File: src/rtl/pwm_pkg.sv
// Shared types and constants for the PWM decoder: FSM state encoding and
// counter saturation / duty clamp values derived from the duty resolution.
package pwm_pkg;

  typedef enum logic [1:0] {
    WAIT_EDGE = 2'd0,
    MEASURE   = 2'd1,
    STUCK     = 2'd2
  } pwm_state_e;

  // Counters are r+1 bits wide so a nominal 2^r period fits with headroom.
  function automatic int cnt_max(input int r);
    return (32'sd1 <<< (r + 1)) - 32'sd1;
  endfunction

  function automatic int duty_clamp(input int r);
    return (32'sd1 <<< r) - 32'sd1;
  endfunction

endpackage

File: src/rtl/pwm_decoder_if.sv
// PWM capture bus: raw PWM input toward the decoder and the measurement
// report (duty, period, stuck flag, one-cycle valid strobe) back out.
interface pwm_decoder_if #(
  parameter int R = 8
);
  logic         pwm_in;
  logic [R-1:0] duty_out;
  logic [R:0]   period_out;
  logic         valid;
  logic         stuck;

  modport master (
    output pwm_in,
    input  duty_out,
    input  period_out,
    input  valid,
    input  stuck
  );

  modport slave (
    input  pwm_in,
    output duty_out,
    output period_out,
    output valid,
    output stuck
  );
endinterface

File: src/rtl/pwm_edge_detect.sv
// Input conditioning and rising-edge detect for the PWM decoder.
// PWM_DECODER_SYNC_EN adds a two-flop synchronizer (2 cycles latency) ahead of the edge flop.
module pwm_edge_detect (
  input  logic clk,
  input  logic reset,
  input  logic pwm_in_i,
  output logic pwm_s_o,
  output logic rise_o
);

`ifdef PWM_DECODER_SYNC_EN
  logic [1:0] sync_q;

  always_ff @(posedge clk or posedge reset) begin
    if (reset) begin
      sync_q <= 2'b00;
    end else begin
      sync_q <= {sync_q[0], pwm_in_i};
    end
  end

  assign pwm_s_o = sync_q[1];
`else
  assign pwm_s_o = pwm_in_i;
`endif

  logic p_q;

  always_ff @(posedge clk or posedge reset) begin
    if (reset) begin
      p_q <= 1'b0;
    end else begin
      p_q <= pwm_s_o;
    end
  end

  assign rise_o = pwm_s_o & ~p_q;

endmodule

File: src/rtl/pwm_decoder.sv
// Measures period and high time of an incoming PWM waveform between rising edges,
// reporting duty/period with a one-cycle strobe and flagging inputs stuck high or low.
module pwm_decoder
  import pwm_pkg::*;
#(
  parameter int R = 8
) (
  input  logic          clk,
  input  logic          reset,
  pwm_decoder_if.slave  bus
);

  localparam int         CW    = R + 1;
  localparam logic [R:0] MAX   = CW'(cnt_max(R));
  localparam logic [R:0] ONE   = CW'(1);
  localparam logic [R-1:0] CLAMP = R'(duty_clamp(R));

  logic pwm_s;
  logic rise;

  pwm_edge_detect u_edge (
    .clk      (clk),
    .reset    (reset),
    .pwm_in_i (bus.pwm_in),
    .pwm_s_o  (pwm_s),
    .rise_o   (rise)
  );

  logic [R:0] per_q, per_d;
  logic [R:0] hi_q, hi_d;

  // A rise restarts both counts at 1 so the rising cycle itself is part of the new period.
  always_comb begin
    per_d = per_q;
    hi_d  = hi_q;
    if (rise) begin
      per_d = ONE;
      hi_d  = ONE;
    end else begin
      if (per_q != MAX) begin
        per_d = per_q + ONE;
      end
      if (pwm_s && (hi_q != MAX)) begin
        hi_d = hi_q + ONE;
      end
    end
  end

  always_ff @(posedge clk or posedge reset) begin
    if (reset) begin
      per_q <= '0;
      hi_q  <= '0;
    end else begin
      per_q <= per_d;
      hi_q  <= hi_d;
    end
  end

  logic [R-1:0] duty_meas;
  assign duty_meas = (hi_q > {1'b0, CLAMP}) ? CLAMP : hi_q[R-1:0];

  pwm_state_e   state_q;
  logic [R-1:0] duty_q;
  logic [R:0]   period_q;
  logic         valid_q;
  logic         stuck_q;

  always_ff @(posedge clk or posedge reset) begin
    if (reset) begin
      state_q  <= WAIT_EDGE;
      duty_q   <= '0;
      period_q <= '0;
      valid_q  <= 1'b0;
      stuck_q  <= 1'b0;
    end else begin
      valid_q <= 1'b0;
      case (state_q)
        WAIT_EDGE, MEASURE: begin
          // A rise coinciding with saturation is a genuine edge, not a timeout.
          if (rise) begin
            if (state_q == MEASURE) begin
              duty_q   <= duty_meas;
              period_q <= per_q;
              stuck_q  <= 1'b0;
              valid_q  <= 1'b1;
            end
            state_q <= MEASURE;
          end else if (per_q == MAX) begin
            duty_q   <= pwm_s ? CLAMP : '0;
            period_q <= '0;
            stuck_q  <= 1'b1;
            valid_q  <= 1'b1;
            state_q  <= STUCK;
          end
        end
        STUCK: begin
          if (rise) begin
            state_q <= MEASURE;
          end
        end
        default: state_q <= WAIT_EDGE;
      endcase
    end
  end

  assign bus.duty_out   = duty_q;
  assign bus.period_out = period_q;
  assign bus.valid      = valid_q;
  assign bus.stuck      = stuck_q;

endmodule

File: src/flat_wrapper.sv
// flat-port wrapper written by rule: the top's interface ports become plain ports
module pwm_decoder_flat import pwm_pkg::*;
#(
  parameter int R = 8
)
  (clk, reset, bus_pwm_in, bus_duty_out, bus_period_out, bus_valid, bus_stuck);
  pwm_decoder_if #(.R(R)) bus_i ();
  input  logic clk;
  input  logic reset;
  input wire logic [$bits(bus_i.pwm_in)-1:0] bus_pwm_in;
  output wire logic [$bits(bus_i.duty_out)-1:0] bus_duty_out;
  output wire logic [$bits(bus_i.period_out)-1:0] bus_period_out;
  output wire logic [$bits(bus_i.valid)-1:0] bus_valid;
  output wire logic [$bits(bus_i.stuck)-1:0] bus_stuck;
  assign bus_i.pwm_in = bus_pwm_in;
  assign bus_duty_out = bus_i.duty_out;
  assign bus_period_out = bus_i.period_out;
  assign bus_valid = bus_i.valid;
  assign bus_stuck = bus_i.stuck;
  pwm_decoder #(.R(R)) u_core (.clk(clk), .reset(reset), .bus(bus_i));
endmodule
File: config.mk
export PLATFORM = sky130hd
export DESIGN_NAME = pwm_decoder_flat
export DESIGN_NICKNAME = d
export VERILOG_FILES = /design/src/rtl/pwm_pkg.sv /design/src/rtl/pwm_decoder_if.sv /design/src/rtl/pwm_edge_detect.sv /design/src/rtl/pwm_decoder.sv /design/src/flat_wrapper.sv
export SDC_FILE = /design/constraint.sdc
export NUM_CORES = 1
export LEC_CHECK = 0
export CORE_UTILIZATION = 25
export CTS_CLUSTER_DIAMETER = 150
export DETAILED_ROUTE_END_ITERATION = 10
export PLACE_DENSITY = 0.47
export SLEW_MARGIN = 20
export SYNTH_ARGS = -nofsm -noshare
export SYNTH_HDL_FRONTEND = slang
export SYNTH_SLANG_ARGS = --single-unit
File: constraint.sdc
create_clock -name clk -period 3.49 [get_ports clk]
set_input_delay 0.698 -clock clk [delete_from_list [all_inputs] [get_ports clk]]
set_output_delay 0.698 -clock clk [all_outputs]
set_load 0.01 [all_outputs]
==> flow_metrics.env <==
export IMPL_run_status="complete, no violations"
export IMPL_routed_via_count=1374
export IMPL_reg2reg_setup_slack_ns=1.26
export IMPL_final_setup_skew_ns=0.00582
export IMPL_switchingPower_w=0.000311
export IMPL_finalWeightedCongestion=0.752
export IMPL_insertion_delay_ns=0.29
export IMPL_first_pass_grt_wire_length_um=6570
export IMPL_period_needed_ns=2.23
export IMPL_die_width_um=87.7
export IMPL_layout_worst_path_cycle_share_pct=64.0
export IMPL_timing_hold_violations_final=0
export IMPL_power_frac_comb_pct=17.7
export IMPL_floorplan_die_height_um=87.7
export IMPL_layout_area_overhead_vs_synth_pct=23.3
export IMPL_setup_viol=0
export IMPL_pwr_density_cell_mw_per_mm2=508
export IMPL_route_final_wire_length_um=3810
export IMPL_antenna_diode_count=0
export IMPL_detailedRoute_firstPassIterationCount=4
export IMPL_worst_pin_slew_ns=0.618
export IMPL_grt_ovfl_total=0
export IMPL_setup_tns_ns=0
export IMPL_power_clock_fraction_pct=32.7
export IMPL_most_common_layout_cells="dfrtp_1 (40), clkdlybuf4s50_1 (21), nor2_1 (16)"
export IMPL_die_area_sq_mm=0.00770
export IMPL_antenna_found_initial=0
export IMPL_cp_data_required_time_ns=3.62
export IMPL_post_cts_repair_setup_buffers=0
export IMPL_worst_path_slowest_cell="nor3_1"
export IMPL_fill_cells=706
export IMPL_critPathKind="flip-flop to flip-flop"
export IMPL_drtIter0Drc=128
export IMPL_post_cts_hold_buffer_count=0
export IMPL_numCtsBuffers=5
export IMPL_netlist_cell_type_count=30
export IMPL_grt_pass1_vias=1278
export IMPL_timing_critical_path_cells="ha_1 -> nand3_1 -> nor2_1 -> ha_1 -> mux2i_1 -> nor3_1 -> a221oi_1"
export IMPL_multiInputGateArea_sq_um=741
export IMPL_drv_max_cap_violation_count=0
export IMPL_worst_r2r_cell_count=7
export IMPL_synthesis_nets=187
export IMPL_yosys_warnings=0
export IMPL_worst_hold_slack_ns=0.502
export IMPL_floorplan_rows=30
export IMPL_post_drt_via_cell_ratio=4.56
export IMPL_timing_rr_end="u_core.bus.duty_out[4]$_DFFE_PP0P_"
export IMPL_p_leak_nw=0.996
export IMPL_core_sq_mm=0.00694
export IMPL_number_of_clock_sinks=40
export IMPL_ys_seq_elements=40
export IMPL_num_io_pins=22
export IMPL_tritoncts="built"
export IMPL_sequential_element_share_of_the_synthesized_area_pct=54.5
export IMPL_grt_start_max_net_pins=41
export IMPL_ant_nets=0
export IMPL_data_arrival_time_of_the_worst_path_ns=2.37
export IMPL_timing_critical_path_from_type="flip-flop"
export IMPL_drt_wirelength_per_cell_um=12.7
export IMPL_postSynthCellCount=179
export IMPL_drive_gt1_share_pct=6.83
export IMPL_gr_usage_all_layers_pct=11.3
export IMPL_critical_path_top_cell_by_count="ha_1"
export IMPL_placed_wire_length_estimate_after_detailed_placement_um=2630
export IMPL_critPathMaxFanout=10
export IMPL_cts_max_level=2
export IMPL_syn_area_per_cell_sq_um=10.3
export IMPL_start_util_pct=26.5
export IMPL_cts_root_buf="clkbuf_8"
export IMPL_cp_end_kind="flip-flop"
export IMPL_timing_rr_start="u_core.per_q[0]$_DFFE_PP0P_"
export IMPL_irDropWorstVdd_v=0.000162
export IMPL_final_max_slew_violation_count=0
export IMPL_clock_fmax_ghz=0.448
export IMPL_sw_frac_of_total_pct=27.0
export IMPL_cp_slowest_stage_delay_ns=0.48
export IMPL_timing_critical_path_to="u_core.bus.duty_out[4]$_DFFE_PP0P_"
export IMPL_internal_power_w=0.000841
export IMPL_port_buffers=21
export IMPL_p_seq_share_pct=49.6
export IMPL_drc_errors=0
export IMPL_num_nets_final=212
export IMPL_clk_pin_slew_worst_paths_ns=0.08
export IMPL_cts_resized_gates=0
export IMPL_design_power_total_w=0.00115
export IMPL_timing_max_slew_rel_slack_pct=58.4
export IMPL_worst_hold_check_path_type="flip-flop to flip-flop"
export IMPL_cts_root_to_sink_buffers=2
export IMPL_final_common_cell="dfrtp_1"
export IMPL_critPathLaunch="u_core.per_q[0]$_DFFE_PP0P_"
export IMPL_rsz0062_at_grt="no"
export IMPL_ff_latch_area_sq_mm=0.00100
export IMPL_post_synthesis_instance_area_sq_mm=0.00184
## layout make-up
class / count / area share, %
Timing Repair Buffer: 24 / 10.3
Sequential cell: 40 / 44.2
Clock inverter: 2 / 1.55
Multi-Input combinational cell: 116 / 32.7
Clock buffer: 6 / 3.20
Tap cell: 96 / 5.30
Inverter: 17 / 2.82
## Yosys cell counts
cell type  instances  area (sq um)
o21ai_1            3          15.0
buf_6              1          11.3
xor2_1             4          35.0
inv_2              2          7.51
buf_2              2          10.0
o31ai_1            1          7.51
a21oi_1           14          70.1
nand2b_4           1          13.8
nand4_1            6          37.5
or3_1              2          12.5
dfrtp_1           40          1000
nand3_1            5          25.0
nor3_1             1          5.00
nor2b_1            4          25.0
a22o_1            10          87.6
o22ai_1            1          6.26
clkbuf_1           3          11.3
nor2_1            16          60.1
a221oi_1           5          43.8
mux2i_1            4          40.0
a22oi_1            1          7.51
or2_4              1          8.76
and3_1             2          12.5
o21ai_0           12          60.1
nand2b_1           3          18.8
nor4b_1            1          8.76
xnor2_1            5          43.8
inv_1             15          56.3
nand2_1            9          33.8
ha_1               5          62.6
## cells by family (layout without fill, tap and decap cells)
| kind of cell | count (synthesis) | after routing | synth area share (%) |
|---|---|---|---|
| mux | 4 | 4 | 2.18 |
| flops | 40 | 40 | 54.5 |
| fa+ha+maj | 5 | 5 | 3.40 |
| compound gates | 47 | 47 | 16.2 |
| xor+xnor | 9 | 9 | 4.29 |
| buf+inv | 23 | 49 | 5.24 |
| simple gates | 51 | 51 | 14.2 |
## worst max-delay path, delay by kind of cell, from the launching register on
| kind | cells | cell delay (ns) |
|---|---|---|
| compound gates | 1 | 0.19 |
| fa+ha+maj | 2 | 0.66 |
| flops | 1 | 0.41 |
| mux | 1 | 0.14 |
| simple gates | 3 | 0.66 |
## sequential cells by signal, summed over array words and instances, names as in the netlist
| register | flops |
|---|---|
| u_core.hi_q | 9 |
| u_core.u_edge.p_q | 1 |
| u_core.state_q | 2 |
| u_core.bus.duty_out | 8 |
| u_core.bus.stuck | 1 |
| u_core.bus.period_out | 9 |
| u_core.per_q | 9 |
| u_core.bus.valid | 1 |
## per-layer routing
metal / vias up / wire length (um) / global-route usage, %
li1: 678 / - / -
met1: 671 / 2000 / 16.6
met2: 20 / 1620 / 15.2
met3: 5 / 108 / 3.11
met4: 0 / 82 / 5.37
met5: - / 0 / 0
## how the worst min path moves through the flow
stage	startpoint	endpoint	slack (ns)	cells after the start
detailed placement	u_core.bus.period_out[6]$_DFFE_PP0P_	u_core.bus.period_out[6]$_DFFE_PP0P_	0.49	1
CTS	u_core.bus.period_out[1]$_DFFE_PP0P_	u_core.bus.period_out[1]$_DFFE_PP0P_	0.51	1
global placement	u_core.bus.period_out[5]$_DFFE_PP0P_	u_core.bus.period_out[5]$_DFFE_PP0P_	0.49	1
finish	u_core.bus.period_out[8]$_DFFE_PP0P_	u_core.bus.period_out[8]$_DFFE_PP0P_	0.50	1
floorplan	u_core.hi_q[0]$_DFFE_PP0P_	u_core.hi_q[0]$_DFFE_PP0P_	0.48	1
global route	u_core.bus.period_out[4]$_DFFE_PP0P_	u_core.bus.period_out[4]$_DFFE_PP0P_	0.53	1
## metrics by stage
step	instance area (sq um)	worst slack [ns]	instances	utilization [%]
finish	2270	1.26	301	32.6
global route	2270	1.01	301	32.6
CTS	2270	1.25	301	32.6
detailed placement	2160	1.08	293	31.1
global placement	2160	1.07	293	31.1
floorplan	1840	1.61	179	-
## power by group through the flow
| stage | Clock, W | Combinational (W) | Sequential [W] |
|---|---|---|---|
| final | 0.000377 | 0.000204 | 0.000571 |
| after global routing | 0.000405 | 0.000231 | 0.000580 |
| after CTS | 0.000388 | 0.000208 | 0.000570 |
| after detailed placement | 0 | 0.000207 | 0.000579 |
| after global placement | 0 | 0.000207 | 0.000580 |
| after floorplan | 0 | 0.000103 | 0.000583 |
Note: power is estimated with default switching activity, not from simulation.
